==> src/rtl/truth_table_sweep.sv <==
// truth_table_sweep: drives every N_IN-bit input combination, in binary or
// Gray order, into a DUT and its reference model. Each vector is held for
// DWELL cycles. On the last cycle of each hold, the two responses are
// compared. Results: pass/fail, a saturating error count, and the first
// failing vector.
//
// Control protocol (there is no valid/ready pair on this block):
//   start - single-cycle request. It is sampled only in IDLE or DONE.
//           While a sweep is running it is ignored.
//   abort - takes effect on the next rising edge in any state.
//           It wins over start and over a check on the same edge.
//   busy  - high for exactly 2^N_IN * DWELL cycles per completed sweep.
//   done  - rises on the edge where busy falls. It stays high until the
//           next start, abort or reset.
module truth_table_sweep #(
    parameter int N_IN  = 3,
    parameter int N_OUT = 2,
    parameter int DWELL = 100,
    parameter int GRAY  = 0,
    parameter int ERR_W = 8
) (
    input  logic             clk,
    input  logic             rst_n,
    input  logic             start,
    input  logic             abort,
    input  logic [N_OUT-1:0] dut_out,
    input  logic [N_OUT-1:0] exp_out,
    output logic [N_IN-1:0]  stim,
    output logic             busy,
    output logic             done,
    output logic             pass,
    output logic [ERR_W-1:0] err_count,
    output logic             fail_valid,
    output logic [N_IN-1:0]  first_fail,
    output logic [1:0]       state_dbg
);

    // A dwell of 1 still needs a one-bit counter, which stays at zero.
    localparam int DCNT_W = (DWELL > 1) ? $clog2(DWELL) : 1;

    localparam logic [DCNT_W-1:0] DCNT_LAST = DCNT_W'(DWELL - 1);
    localparam logic [N_IN-1:0]   IDX_LAST  = {N_IN{1'b1}};
    localparam logic [ERR_W-1:0]  ERR_MAX   = {ERR_W{1'b1}};

    typedef enum logic [1:0] {
        S_IDLE  = 2'd0,
        S_APPLY = 2'd1,
        S_DONE  = 2'd2
    } state_t;

    state_t            state;
    state_t            state_nxt;
    logic [N_IN-1:0]   idx;
    logic [N_IN-1:0]   idx_nxt;
    logic [DCNT_W-1:0] dcnt;
    logic [DCNT_W-1:0] dcnt_nxt;
    logic [N_IN-1:0]   stim_nxt;
    logic              busy_nxt;
    logic              done_nxt;
    logic              pass_nxt;
    logic [ERR_W-1:0]  err_nxt;
    logic              fv_nxt;
    logic [N_IN-1:0]   ff_nxt;

    logic              mismatch;
    logic [ERR_W-1:0]  err_bumped;
    logic [N_IN-1:0]   idx_inc;

    // Map a sweep index to the vector that is actually presented.
    function automatic logic [N_IN-1:0] vec(input logic [N_IN-1:0] i);
        if (GRAY != 0) begin
            return i ^ (i >> 1);
        end
        return i;
    endfunction

    assign state_dbg = state;

    // Compare helpers. The count only moves when it is not yet saturated.
    always_comb begin
        mismatch   = (dut_out != exp_out);
        idx_inc    = idx + 1'b1;
        err_bumped = err_count;
        if (mismatch && (err_count != ERR_MAX)) begin
            err_bumped = err_count + 1'b1;
        end
    end

    // Next-state and next-output logic for the sweep controller.
    always_comb begin
        state_nxt = state;
        idx_nxt   = idx;
        dcnt_nxt  = dcnt;
        stim_nxt  = stim;
        done_nxt  = done;
        pass_nxt  = pass;
        err_nxt   = err_count;
        fv_nxt    = fail_valid;
        ff_nxt    = first_fail;

        if (abort) begin
            // Partial error results are kept so a caller can still inspect them.
            state_nxt = S_IDLE;
            idx_nxt   = '0;
            dcnt_nxt  = '0;
            stim_nxt  = '0;
            done_nxt  = 1'b0;
            pass_nxt  = 1'b0;
        end else begin
            case (state)
                S_IDLE, S_DONE: begin
                    if (start) begin
                        state_nxt = S_APPLY;
                        idx_nxt   = '0;
                        dcnt_nxt  = '0;
                        stim_nxt  = vec('0);
                        done_nxt  = 1'b0;
                        pass_nxt  = 1'b0;
                        err_nxt   = '0;
                        fv_nxt    = 1'b0;
                        ff_nxt    = '0;
                    end
                end
                S_APPLY: begin
                    if (dcnt != DCNT_LAST) begin
                        dcnt_nxt = dcnt + 1'b1;
                    end else begin
                        // Check edge: the responses to stim have settled by now.
                        err_nxt = err_bumped;
                        if (mismatch && !fail_valid) begin
                            fv_nxt = 1'b1;
                            ff_nxt = stim;
                        end
                        if (idx != IDX_LAST) begin
                            idx_nxt  = idx_inc;
                            dcnt_nxt = '0;
                            stim_nxt = vec(idx_inc);
                        end else begin
                            state_nxt = S_DONE;
                            done_nxt  = 1'b1;
                            pass_nxt  = (err_bumped == '0);
                        end
                    end
                end
                default: begin
                    state_nxt = S_IDLE;
                    stim_nxt  = '0;
                    done_nxt  = 1'b0;
                    pass_nxt  = 1'b0;
                end
            endcase
        end

        busy_nxt = (state_nxt == S_APPLY);
    end

    // State register and all registered outputs.
    always_ff @(posedge clk or negedge rst_n) begin
        if (!rst_n) begin
            state      <= S_IDLE;
            idx        <= '0;
            dcnt       <= '0;
            stim       <= '0;
            busy       <= 1'b0;
            done       <= 1'b0;
            pass       <= 1'b0;
            err_count  <= '0;
            fail_valid <= 1'b0;
            first_fail <= '0;
        end else begin
            state      <= state_nxt;
            idx        <= idx_nxt;
            dcnt       <= dcnt_nxt;
            stim       <= stim_nxt;
            busy       <= busy_nxt;
            done       <= done_nxt;
            pass       <= pass_nxt;
            err_count  <= err_nxt;
            fail_valid <= fv_nxt;
            first_fail <= ff_nxt;
        end
    end

endmodule

==> config.mk <==
export PLATFORM = sky130hd
export DESIGN_NAME = truth_table_sweep
export DESIGN_NICKNAME = d
export VERILOG_FILES = /design/src/rtl/truth_table_sweep.sv
export SDC_FILE = /design/constraint.sdc
export NUM_CORES = 1
export LEC_CHECK = 0
export ABC_CLOCK_PERIOD_IN_PS = 2950
export CAP_MARGIN = 10
export CELL_PAD_IN_SITES_DETAIL_PLACEMENT = 0
export CELL_PAD_IN_SITES_GLOBAL_PLACEMENT = 1
export CORE_ASPECT_RATIO = 1.5
export CORE_MARGIN = 4
export CORE_UTILIZATION = 30
export CTS_BUF_LIST = sky130_fd_sc_hd__clkbuf_8
export DETAILED_ROUTE_END_ITERATION = 7
export PLACE_DENSITY = 0.73
export SETUP_SLACK_MARGIN = 0.2
export SYNTH_ARGS = -nofsm -noshare
export SYNTH_HDL_FRONTEND = slang
export SYNTH_SLANG_ARGS = --single-unit
==> constraint.sdc <==
create_clock -name clk -period 2.95 [get_ports clk]
set_input_delay 0.7375 -clock clk [delete_from_list [all_inputs] [get_ports clk]]
set_output_delay 0.7375 -clock clk [all_outputs]
set_load 0.1 [all_outputs]
==> results.json <==
{
  "status": "finished, final reports clean",
  "tightest_slew_ns": 0.499,
  "yosys_most_used_dff": "dfrtp_1",
  "drt-total-wl_um": 4360,
  "root_buffer": "clkbuf_8",
  "cts_hold_buf": 0,
  "synthDistinctLibCells": 42,
  "syn_to_final_growth_pct": 20.9,
  "grt_pass1_vias": 1588,
  "clock-sinks": 30,
  "routed-via-count": 1497,
  "yosys-top-cells-area": "dfrtp_1, o21ai_0, nand2_1",
  "grt_pass1_wl_um": 7390,
  "cts_setup_buffers": 0,
  "relSlewSlack_pct": 66.6,
  "clock_skew_ns": 0.00302,
  "grt_setup_unrepaired": "no",
  "coreArea_um2": 5530,
  "synth_top_cells_by_count": "dfrtp_1, o21ai_0, nand2_1",
  "rows": 33,
  "rrSetupSlack_ns": 0.81,
  "diodes": 0,
  "gr-max-usage-layer": "met2",
  "whs_ns": 0.494,
  "p_leak_nw": 0.974,
  "die_x_um": 70.0,
  "postSynthAreaPerCell_um2": 9.45,
  "syn_nets": 195,
  "seq_area_um2": 751,
  "finalHoldViolCount": 0,
  "first_iter_violations": 130,
  "path_class": "in2reg",
  "cts_tree": "built",
  "peakVddDrop_mv": 0.168,
  "clock_latency_ns": 0.28,
  "place_area_um2": 2000,
  "grt_usage_pct": 13.1,
  "synth_seq_area_share_pct": 43.4,
  "yosysMostFrequentCell": "dfrtp_1",
  "crit_fanout": 12,
  "antenna_found_initial": 0,
  "fin_crit_sh_pct": 75.2,
  "worstPathArrival_ns": 2.41,
  "drc": 0,
  "worstSetupStartpointType": "input pin",
  "die_h_um": 101,
  "ys_async_sr_fraction_pct": 100,
  "wl_per_cell_um": 15.4,
  "initial_core_util_pct": 31.3,
  "numCtsBuffers": 5,
  "ant_nets": 0,
  "h-tree-depth": 2,
  "nFillCells": 612,
  "hold_class": "reg2reg",
  "syn_inst": 183,
  "endpoint_kind": "register",
  "setup-tns-final_ns": 0,
  "vias_per_cell": 5.29,
  "final_util_pct": 37.8,
  "nets": 224,
  "max_freq_mhz": 451,
  "yosys.area.top_type_share_pct": 43.4,
  "yosysWarnings": 0,
  "synth_edf_count": 0,
  "finalCriticalPeriod_ns": 2.22,
  "maxCapViolations": 0,
  "drive_gt1_share_pct": 22.1,
  "gp_congestion": 0.817,
  "gr-usage-met2_pct": 24.5,
  "reg2reg_depth": 6,
  "dpl.hpwl_um": 3130,
  "grt-ovfl-total": 0,
  "gr-usage-met1_pct": 13.4,
  "cp_data_required_time_ns": 3.14,
  "yosysTopAreaCell": "dfrtp_1",
  "dr.pass1.iters": 4,
  "powerDensity_nw_per_um2": 429,
  "dieArea_um2": 7070,
  "setup_viol": 0,
  "grt_use_met3_pct": 3.49,
  "synthesis.area_um2": 1730,
  "grt_max_degree": 31,
  "finalInstanceArea_um2": 2090,
  "max-clock-path-buffers": 2,
  "ys_seq_elements": 30,
  "ctsResizeCount": 0,
  "holdPathStages": 1,
  "io_pins": 28,
  "multi_input_area_um2": 885,
  "final_max_slew_viol_count": 0,
  "port-buffer-count": 27,
  "clkTransAtPathRegs_ns": 0.06
}
## logic make-up after synthesis
kind of cell               Yosys count  synth area share, %
AOI/OAI and AO/OA                   61                 23.1
xor gates and xnor gates             4                 2.03
adders and majority gates            4                 2.89
buffers and inverters               14                 5.43
DFF                                 30                 43.4
muxes                                2                 1.23
and+or+nand+nor                     68                 21.9
## area by class of cell
cell class / instances / area share, %
repair buffers: 33 / 12.7
clock buffers: 6 / 3.95
multi-input cells: 139 / 42.3
clock inverters: 2 / 0.419
well taps: 70 / 4.19
inverters: 3 / 0.539
flip-flops and latches: 30 / 35.9
## final timing paths
check,from,end
max in group asynchronous,rst_n,first_fail[1]
worst min register to register,dcnt[6],dcnt[6]
worst min-delay path,dcnt[6],dcnt[6]
worst max-delay path,exp_out[0],pass
worst max register to register,dcnt[0],err_count[3]
min in group asynchronous,rst_n,dcnt[6]
## critical path: stages
cell and delay [ns]:
clkdlybuf4s50_1 0.47, xnor2_1 0.12, nand2_1 0.26, and4_4 0.30, o32a_1 0.29, o31ai_1 0.22
## metrics by stage
stage | cells | worst slack [ns] | total power, mW
floorplan | 183 | 0.570 | 0.520
global placement | 275 | 0.431 | 0.561
detailed placement | 275 | 0.438 | 0.562
CTS | 283 | 0.721 | 0.907
global route | 283 | 0.599 | 0.932
finish | 283 | 0.731 | 0.897
## cells in the final DEF, fill, tap and decap left out, drive strengths merged, types with 2 or more instances in the layout
cell,synthesis,final
a211oi,4,4
a21o,3,3
a21oi,6,6
a22o,4,4
a31o,2,2
a31oi,7,7
a41oi,2,2
and2,3,3
and3,4,4
and4,3,3
buf,7,26
clkbuf,4,6
clkdlybuf4s50,0,7
dfrtp,30,30
ha,4,4
inv,3,4
nand2,17,17
nand2b,4,4
nand3,7,7
nand4,4,4
nor2,14,14
nor2b,4,4
nor3,3,3
o21ai,22,22
o31ai,6,6
or3,2,2
xnor2,4,4
## state kept, by name (all words and copies together) (netlist names)
| signal | flops |
|---|---|
| done | 1 |
| idx | 3 |
| pass | 1 |
| state_dbg | 2 |
| first_fail | 3 |
| fail_valid | 1 |
| stim | 3 |
| err_count | 8 |
| dcnt | 7 |
| busy | 1 |
## power breakdown
part / internal [mW] / switching (mW)
combinational: 0.0385 / 0.0903
sequential: 0.418 / 0.00603
clock: 0.185 / 0.160
total: 0.641 / 0.256
## routing by layer
metal	wire, um	part of all wire (%)	up-vias
met2	2300	53	27
li1	-	-	739
met4	106	2.4	0
met5	0	0	-
met3	131	3.0	8
met1	1820	42	723
No activity file was read; power rests on OpenSTA's default activity.
==> RTL edit (same flow settings) <==
`GRAY`: 0 -> 1.
--- a/src/rtl/truth_table_sweep.sv
+++ b/src/rtl/truth_table_sweep.sv
@@ -16,7 +16,7 @@
     parameter int N_IN  = 3,
     parameter int N_OUT = 2,
     parameter int DWELL = 100,
-    parameter int GRAY  = 0,
+    parameter int GRAY  = 1,
     parameter int ERR_W = 8
 ) (
     input  logic             clk,
Check against the original RTL: no difference found for any inputs over 10 cycles, from zero or initial values and one cycle with rst_n low; that may be too few to reach the edited logic, so the function may still have changed.
==> RTL edit against the original RTL <==
Sequential cell count did not move; sequential share of layout area fell by 0.74 points; critical path depth did not move; design area rose by 2.1%; wire length fell by 7.8%; clock power barely moved; power rose by 4.5%; combinational power rose by 22%; worst setup slack got worse by 52 ps; area after synthesis rose by 0.65%; non-clock buffer count fell by 3; core utilization rose by 0.79 points; largest cell class unchanged; highest routed layer unchanged.
==> RTL edit: results (changes against the original RTL) <==
<table>
<tr><th>Metric</th><th>Value</th></tr>
<tr><th colspan="2">Setup path</th></tr>
<tr><td>Arrival @ worst endpoint</td><td>2500 ps (was 2410 ps)</td></tr>
<tr><td>Worst path top cell family by delay</td><td>compound AO/OA/AOI/OAI gates (was simple AND/OR/NAND/NOR gates)</td></tr>
<tr><td>Reg2Reg Capture Point</td><td>dcnt[3] (was err_count[3])</td></tr>
<tr><th colspan="2">Finish</th></tr>
<tr><td>Share of cells above drive strength 1</td><td>21.2% (was 22.1%)</td></tr>
<tr><td>Number of nets in the finished design</td><td>219 (was 224)</td></tr>
<tr><th colspan="2">Detailed routing</th></tr>
<tr><td>Via-per-instance ratio</td><td>5.25 (was 5.29)</td></tr>
<tr><td>Average routed wire per standard cell</td><td>14.5 um (was 15.4 um)</td></tr>
<tr><th colspan="2">Power and ir drop</th></tr>
<tr><td>Static Leak</td><td>0.927 nW (was 0.974 nW)</td></tr>
<tr><td>Max IR drop VDD</td><td>0.167 mV (was 0.168 mV)</td></tr>
<tr><th colspan="2">Global route</th></tr>
<tr><td>Wire length of the first global-routing pass</td><td>6820 um (was 7390 um)</td></tr>
<tr><td>GRT Resource Usage Total</td><td>12.0% (was 13.1%)</td></tr>
<tr><th colspan="2">Synth</th></tr>
<tr><td>List of most frequent post-synthesis cells</td><td>sky130_fd_sc_hd__dfrtp_1 (30), sky130_fd_sc_hd__nand2_1 (18), sky130_fd_sc_hd__nor2_1 (14), sky130_fd_sc_hd__o21ai_0 (14) (was sky130_fd_sc_hd__dfrtp_1 (30), sky130_fd_sc_hd__o21ai_0 (22), sky130_fd_sc_hd__nand2_1 (17))</td></tr>
<tr><td>Cell count after synthesis</td><td>175 (was 183)</td></tr>
<tr><td>Top post-synthesis cells by area</td><td>sky130_fd_sc_hd__dfrtp_1 (43%), sky130_fd_sc_hd__o21ai_0 (4.0%), sky130_fd_sc_hd__xor2_1 (4.0%) (was sky130_fd_sc_hd__dfrtp_1 (43%), sky130_fd_sc_hd__o21ai_0 (6.4%), sky130_fd_sc_hd__nand2_1 (3.7%))</td></tr>
<tr><td>Fraction of the yosys area taken by sequential cells</td><td>43.1% (was 43.4%)</td></tr>
<tr><td>Syn nets</td><td>187 (was 195)</td></tr>
<tr><th colspan="2">Placed design</th></tr>
<tr><td>GPL Wtd Cong</td><td>0.746 (was 0.817)</td></tr>
<tr><td>Area post-placement</td><td>2040 um2 (was 2000 um2)</td></tr>
<tr><th colspan="2">Status</th></tr>
<tr><td>Status</td><td>completed (unchanged)</td></tr>
<tr><th colspan="2">STA</th></tr>
<tr><td>Rel. slew slack</td><td>55.2% (was 66.6%)</td></tr>
</table>
==> RTL edit: cell count changes after synthesis, moves of 4 or more <==
| cell | change |
|---|---|
| sky130_fd_sc_hd__o21ai_0 | -8 |
| sky130_fd_sc_hd__o31ai_1 | -4 |
| sky130_fd_sc_hd__xor2_1 | +8 |
| sky130_fd_sc_hd__a31oi_1 | -6 |
==> RTL edit: how the worst min path moves through the flow <==
stage,startpoint,slack [ps],end,cells past startpoint
after floorplan,rst_n,440,busy,0
after global placement,stim[0],490,stim[0],2
after detailed placement,first_fail[1],500,first_fail[1],1
after CTS,first_fail[1],510,first_fail[1],1
after global routing,first_fail[1],520,first_fail[1],1
final,stim[0],510,stim[0],2
==> RTL edit: layout make-up <==
cell class | instances | area (um2)
Clock buffer | 6 | 82.6
Clock inverter | 2 | 12.5
Fill cell | 585 | 3400
Inverter | 4 | 15.0
Multi-Input combinational cell | 136 | 943
Sequential cell | 30 | 751
Tap cell | 70 | 87.6
Timing Repair Buffer | 30 | 243
==> RTL edit: routing by layer <==
layer	wire length [um]	vias to the layer above	track usage (%)
met5	0	-	0
met4	85	0	5.75
met3	123	6	2.48
met2	2200	22	23.5
met1	1620	718	12.0
li1	-	713	-
==> RTL edit: kinds of logic (layout without fill, tap and decap cells) <==
kind of cell | Yosys count | count (layout) | synth area share (%)
AO/OA/AOI/OAI | 53 | 53 | 21.9
XOR/XNOR | 11 | 11 | 6.40
adder cells (fa/ha/maj) | 4 | 4 | 2.88
buffers and inverters | 9 | 42 | 2.66
flip-flops | 30 | 30 | 43.1
multiplexers | 3 | 3 | 2.08
AND/OR/NAND/NOR | 65 | 65 | 21.0
==> RTL edit: worst min-delay path: cells and delay by family, from the launching register on <==
kind	cells	cell delay, ps
flip-flops	1	370
AO/OA/AOI/OAI	1	60
AND/OR/NAND/NOR	1	50
==> RTL edit: power breakdown <==
group | total [mW] | switching, mW | internal (mW)
clock network | 0.345 | 0.158 | 0.187
logic | 0.158 | 0.113 | 0.0451
registers | 0.434 | 0.0122 | 0.422
==> RTL edit: metrics by stage <==
step | hold WS (ps) | power, mW | std cells | setup WS, ps | utilization (%)
final | 512 | 0.937 | 278 | 678 | 38.6
after global routing | 524 | 0.986 | 278 | 567 | 38.6
after CTS | 514 | 0.957 | 278 | 693 | 38.6
after detailed placement | 498 | 0.602 | 270 | 401 | 36.9
after global placement | 494 | 0.600 | 270 | 444 | 36.9
after floorplan | 442 | 0.551 | 175 | 491 | -
